**config.mk**
```make
export PLATFORM = sky130hd
export DESIGN_NAME = fixed_point_accumulator
export DESIGN_NICKNAME = d
export VERILOG_FILES = /design/src/rtl/fixed_point_accumulator.sv
export SDC_FILE = /design/constraint.sdc
export NUM_CORES = 1
export LEC_CHECK = 0
export ABC_AREA = 1
export ABC_CLOCK_PERIOD_IN_PS = 3000
export CAP_MARGIN = 20
export CELL_PAD_IN_SITES_DETAIL_PLACEMENT = 0
export CELL_PAD_IN_SITES_GLOBAL_PLACEMENT = 1
export CORE_AREA = 3 3 120 122
export CTS_CLUSTER_DIAMETER = 120
export DETAILED_ROUTE_END_ITERATION = 7
export DIE_AREA = 0 0 123 125
export PLACE_DENSITY = 0.79
export SETUP_SLACK_MARGIN = 0.02
export SKIP_LAST_GASP = 1
export SLEW_MARGIN = 20
export SYNTH_ARGS = -nofsm -noshare
export SYNTH_HDL_FRONTEND = slang
export SYNTH_SLANG_ARGS = --single-unit
```
**constraint.sdc**
```tcl
create_clock -name clk -period 3 [get_ports clk]
set_clock_uncertainty 0.15 [all_clocks]
set_input_delay 0.6 -clock clk [delete_from_list [all_inputs] [get_ports clk]]
set_output_delay 0.6 -clock clk [all_outputs]
set_load 0.05 [all_outputs]
```
**src/rtl/fixed_point_accumulator.sv**
```systemverilog
// Sums each group of len signed Qn.d products into a widened accumulator, emits one saturated n-bit sum.
// Latency: send_val rises the cycle after the len-th product is accepted.
// Backpressure: recv_rdy is low while a result is pending; the result holds until send_rdy.
module fixed_point_accumulator #(
    parameter int n   = 32,
    parameter int d   = 16,
    parameter int len = 8
) (
    input  logic         clk,
    input  logic         reset,
    input  logic         recv_val,
    output logic         recv_rdy,
    input  logic [n-1:0] recv_msg,
    output logic         send_val,
    input  logic         send_rdy,
    output logic [n-1:0] send_msg,
    output logic         send_sat
);

    localparam int CW = $clog2(len) + 1;
    localparam int W  = n + $clog2(len) + 1;

    if (len < 1 || len > 256 || d < 0 || d >= n) begin : g_bad_cfg
        $error("fixed_point_accumulator: illegal n/d/len configuration");
    end

    typedef enum logic {
        ACC  = 1'b0,
        DONE = 1'b1
    } state_t;

    state_t              state_q;
    state_t              state_d;
    logic signed [W-1:0] acc_q;
    logic signed [W-1:0] sum;
    logic [CW-1:0]       cnt_q;
    logic                recv_fire;
    logic                send_fire;
    logic                last;
    logic                ovf;
    logic [n-1:0]        sat_msg;

    assign recv_rdy  = (state_q == ACC);
    assign send_val  = (state_q == DONE);
    assign recv_fire = recv_val && recv_rdy;
    assign send_fire = send_val && send_rdy;
    assign last      = (cnt_q == CW'(len - 1));

    // Partial sums run in full width; only the final group sum is clipped,
    // so any intermediate wrap past n bits is harmless.
    assign sum = acc_q + {{(W-n){recv_msg[n-1]}}, recv_msg};

    // Result fits in n bits only when every bit from n-1 upward is a sign copy.
    assign ovf     = !((&sum[W-1:n-1]) || !(|sum[W-1:n-1]));
    assign sat_msg = !ovf      ? sum[n-1:0] :
                     sum[W-1]  ? {1'b1, {(n-1){1'b0}}} :
                                 {1'b0, {(n-1){1'b1}}};

    always_comb begin
        state_d = state_q;
        case (state_q)
            ACC:     if (recv_fire && last) state_d = DONE;
            DONE:    if (send_fire)         state_d = ACC;
            default: state_d = ACC;
        endcase
    end

    always_ff @(posedge clk or negedge reset) begin
        if (!reset) begin
            state_q <= ACC;
        end else begin
            state_q <= state_d;
        end
    end

    always_ff @(posedge clk or negedge reset) begin
        if (!reset) begin
            acc_q    <= '0;
            cnt_q    <= '0;
            send_msg <= '0;
            send_sat <= 1'b0;
        end else if (recv_fire) begin
            acc_q <= sum;
            cnt_q <= cnt_q + 1'b1;
            if (last) begin
                send_msg <= sat_msg;
                send_sat <= ovf;
            end
        end else if (send_fire) begin
            acc_q <= '0;
            cnt_q <= '0;
        end
    end

endmodule

```
; Yosys cells after proc, flatten, opt, wreduce, memory -nomap -nowiden
; Index checks and enable logic that the tools add are counted.
[word_totals]
register_bits = 74
in_bits = 36
out_inout_bits = 35
[op_classes]
n_reduce_logical = 10
add_sub_neg = 2
n_mux = 9
eq_ne = 1
bitwise_logic = 1
[ops]
columns = op, n
row1 = $mux 36, 2
row2 = $mux 32, 2
row3 = $add 36x36->36, 1
row4 = $mux 4, 2
row5 = $reduce_and 5->1, 1
row6 = $reduce_or 5->1, 1
row7 = $add 4x1->4 const B, 1
row8 = $eq 4x3->1 const B, 1
row9 = $logic_and 1x1->1, 3
row10 = $logic_not 1->1, 2
row11 = $mux 1, 2
row12 = $pmux 1 s2, 1
row13 = $reduce_and 2->1, 1
row14 = $reduce_bool 2->1, 1
row15 = $logic_or 1x1->1, 1
row16 = $not 1->1, 1

; Longest topological paths before layout
[depth]
word_depth = 5
ltp_mapped = 19

; Least setup slack after synthesis
; Ideal clock, no wire load.
[synth_path]
path_kind = input -> register
start = in recv_msg[0]
end = reg send_msg[21]
setup_ns = 0.121
path_stages = 17
arrival_time_ns = 2.568
slack_ns = 0.161
cell_sequence = ha_1 > fa_1 > nand3_1 > nand3_1 > nand2_1 > nand2_1 > nand2_1 > nand2_2 > nand2_2 > nand2_1 > nand2_1 > nand2_1 > nor2_2 > nand3_2 > a21oi_4 > buf_6 > a21oi_2
[synth_between]
elab_chain_len = 5
elab_cells_between_ends = 7
[synth_rtl]
columns = item, line_no
row1 = from (decl), 13  ; input logic [n-1:0] recv_msg,
row2 = $add 36x36->36 (*), 51  ; assign sum = acc_q + {{(W-n){recv_msg[n-1]}}, recv_msg};
row3 = $reduce_or 5->1, 54  ; assign ovf = !((&sum[W-1:n-1]) || !(|sum[W-1:n-1]));
row4 = $logic_not 1->1, 54
row5 = $logic_or 1x1->1, 54
row6 = $mux 32 (*), 55  ; assign sat_msg = !ovf ? sum[n-1:0] :
row7 = to (signal assigned), 86  ; send_msg <= sat_msg;
row8 = to (decl), 16  ; output logic [n-1:0] send_msg,
; Mark *: on every way between the ends. The rest lies on a longest branch, timed or not.
; A chain may end at the register's enable or synchronous reset.

; Worst setup path in the final report
[layout_path]
start = in recv_msg[31]
end = reg send_msg[17]
; The elaborated chain is that of the path after synthesis.

==> summary.md <==
| Metric | Value |
|---|---|
| # diodes | `0` |
| Core area | `13300 µm²` |
| Final Hold Violating Endpoints | `0` |
| WL final | `17400 µm` |
| Initial drt markers | `245` |
| Vias in the first global route | `5481` |
| Non-Filler Instances | `1085` |
| Post-DRT Antenna Nets | `0` |
| Final HPWL DP | `12300 µm` |
| I/O pin total | `71` |
| Post-Syn Area | `5310 µm²` |
| Row count | `42` |
| Post-synth EDFFs | `0` |
| Die area | `15400 µm²` |
| Num CTS Buffers | `9` |
| Most common cell in the synthesized netlist | `nand2_1` |
| Vias per cell | `4.98` |
| Final slew viol count | `0` |
| CP required | `3090 ps` |
| Seq/Total Area, Yosys | `0.349` |
| Clock root cell | `clkbuf_16` |
| Critical Path AT | `2970 ps` |
| WL per Instance | `16.0 µm` |
| Status | `finished, final reports clean` |
| DRC errors left | `0` |
| Vias | `5399` |
| Router iterations before antenna repair | `5` |
| Final period utilization | `0.962` |
| Clk slew on worst S/H paths | `50 ps` |
| Yosys top cell by area | `dfrtp_1` |
| Power Density | `1250 nW/µm²` |
| Final setup viols | `0` |
| Reg2Reg Depth | `14` |
| Synth top area cells | `dfrtp_1 35%, nand2_1 14%, ha_1 8.5%` |
| Inst Count DP | `1053` |
| Post-layout minimum cycle time | `2890 ps` |
| Top cells by count, synth | `201 x nand2_1, 74 x dfrtp_1, 66 x inv_1` |
| Critical R2R Launch | `acc_q[18]` |
| MaxCap Viol Count | `0` |
| Initial Util | `0.400` |
| Area share of the largest cell type after synthesis | `0.349` |
| Mapped Cells | `706` |
| Area grow syn2layout | `58.1%` |
| Remaining global-route overflow | `0` |
| Crit path launch type | `input pin` |
| Reg2Reg Setup Slack | `170 ps` |
| Num Clock Sinks | `74` |
| Post-synthesis cell type count | `37` |
| Syn nets | `779` |
| Synth warn | `0` |
| First-pass GRT wire length | `26700 µm` |
| CP Capture Type | `flop` |
| DIE WIDTH | `123 µm` |
| Mean Syn Cell Area | `7.52 µm²` |
| Buffers on Ports | `70` |
| Largest net degree at the start of global routing | `75` |
| Die Y-Extent | `125 µm` |
| Crit path kind | `input pin to flop` |
| Fill cells | `1134` |
| Reg-to-reg endpoint | `send_msg[17]` |
| Worst skew pair latency | `350 ps` |
| Routability cong. | `0.903` |
| Crit Path Max Fanout | `7` |
| Final Worst Setup Slack | `113 ps` |
| Place WS | `-478 ps` |
| Initial antenna violation count | `0` |
| Share of cells above drive strength 1 | `0.355` |
| CTS tree | `built` |
| Register area | `1850 µm²` |
| Synth Register Bits | `74` |
| Leak | `4.15 nW` |
| H-Tree Level Count | `3` |
| Max-Slew Margin vs Limit | `0.344` |
| NumNets Final | `977` |
| Clock Tree Buf Depth | `2` |
| Worst-Margin Slew | `983 ps` |
| Tot GR Track Use | `0.219` |
| Type of the worst min-delay path | `input pin to asynchronous set/reset pin` |
| Multi-input logic area | `3890 µm²` |
| Worst vdd ir | `616 µV` |
| Fraction of registers with async set/reset | `1.00` |
| F_max | `346 MHz` |
| Top_reg_cell synth | `dfrtp_1` |
-- kinds of logic (layout without fill, tap and decap cells) --
kind of cell / count (synthesis) / in the layout / share of synthesized area
simple gates: 360 / 360 / 0.301
buf+inv: 88 / 291 / 0.0678
flops: 74 / 74 / 0.349
compound gates: 118 / 118 / 0.146
xor+xnor: 29 / 29 / 0.0478
fa+ha+maj: 37 / 37 / 0.0886
-- routing by layer --
layer  up-vias  share of wire  global-route usage
li1       2703              -                   -
met1      2558           0.43               0.272
met2       112           0.50               0.371
met3        26          0.041              0.0497
met4         0          0.024              0.0756
met5         -              0                   0
-- flip-flops by register name, indices dropped and copies added, names as in the netlist --
signal    count
acc_q        36
cnt_q         4
send_msg     32
send_sat      1
send_val      1
-- metrics by stage --
| step | power [mW] | TNS [ps] | cell area [µm²] | hold slack [ps] | util |
|---|---|---|---|---|---|
| 6_report | 10.5 | 0 | 8400 | 257 | 0.632 |
| 3_3_place_gp | 8.03 | -12910 | 7080 | 321 | 0.532 |
| 5_1_grt | 11.2 | -1.67 | 8400 | 334 | 0.632 |
| 3_5_place_dp | 8.15 | -15640 | 7080 | 330 | 0.532 |
| 4_1_cts | 9.54 | -1.26 | 7630 | 297 | 0.574 |
| 2_1_floorplan | 5.67 | 0 | 5310 | 154 | - |
-- what timing repair did --
action | 4_1_cts | 5_1_grt
hold endpoints to repair | 0 | 0
setup endpoints to repair | 34 | 35
hold buffers | 0 | 0
setup buffers | 4 | 8
pin swaps | 16 | 44
gates cloned | 1 | 3
gates resized for setup | 37 | 138
-- layout by cell type (no fill, tap or decap), drive strengths merged --
cell type / count
nand2: 228
buf: 132
dfrtp: 74
inv: 71
nor2: 70
a21oi: 58
nand3: 47
clkdlybuf4s50: 37
ha: 36
dlymetal6s2s: 31
a22o: 27
o21ai: 19
xor2: 16
clkbuf: 16
xnor2: 13
o21bai: 9
nor3: 5
nand4: 4
clkinv: 3
nor4: 3
a21o: 2
a31oi: 2
and3: 1
a211oi: 1
and2: 1
or2: 1
fa: 1
dlygate4sd2: 1
-- critical path, stage by stage --
cell           delay [ps]
dlygate4sd2_1         320
buf_4                 190
ha_1                  330
nand2_1               140
nor2_4                 50
nand2_1               120
inv_1                  70
a21oi_2               160
buf_4                 150
nand3_2                80
nand2_2                80
nand2_4                70
a21oi_4               300
clkbuf_16             240
a21oi_2                60
-- how the worst max path moves through the flow --
| stage | slack (ps) | startpoint | to | cells after the start |
|---|---|---|---|---|
| 5_1_grt | -2 | recv_msg[31] | send_msg[17] | 16 |
| 3_5_place_dp | -480 | recv_msg[0] | send_msg[12] | 19 |
| 2_1_floorplan | 160 | recv_msg[0] | send_msg[21] | 17 |
| 4_1_cts | -1 | recv_msg[0] | send_msg[17] | 19 |
| 6_report | 110 | recv_msg[31] | send_msg[17] | 15 |
| 3_3_place_gp | -400 | recv_msg[0] | acc_q[30] | 12 |
-- cell type report --
class                   count  share of cell area
multi-input cells         544               0.463
inverters                  71              0.0317
clock buffers              13              0.0298
well taps                 176              0.0262
repair buffers            204               0.227
clock inverters             3             0.00179
flip-flops and latches     74               0.221
-- where the power goes --
group          switching (mW)  leakage [nW]  internal, mW  total [mW]
Combinational            4.17          3.12          3.41        7.58
Clock                   0.421         0.133         0.579        1.00
Sequential              0.411         0.896          1.50        1.91
Total                    5.00          4.15          5.49        10.5
Power figures use the tool's default switching activity.
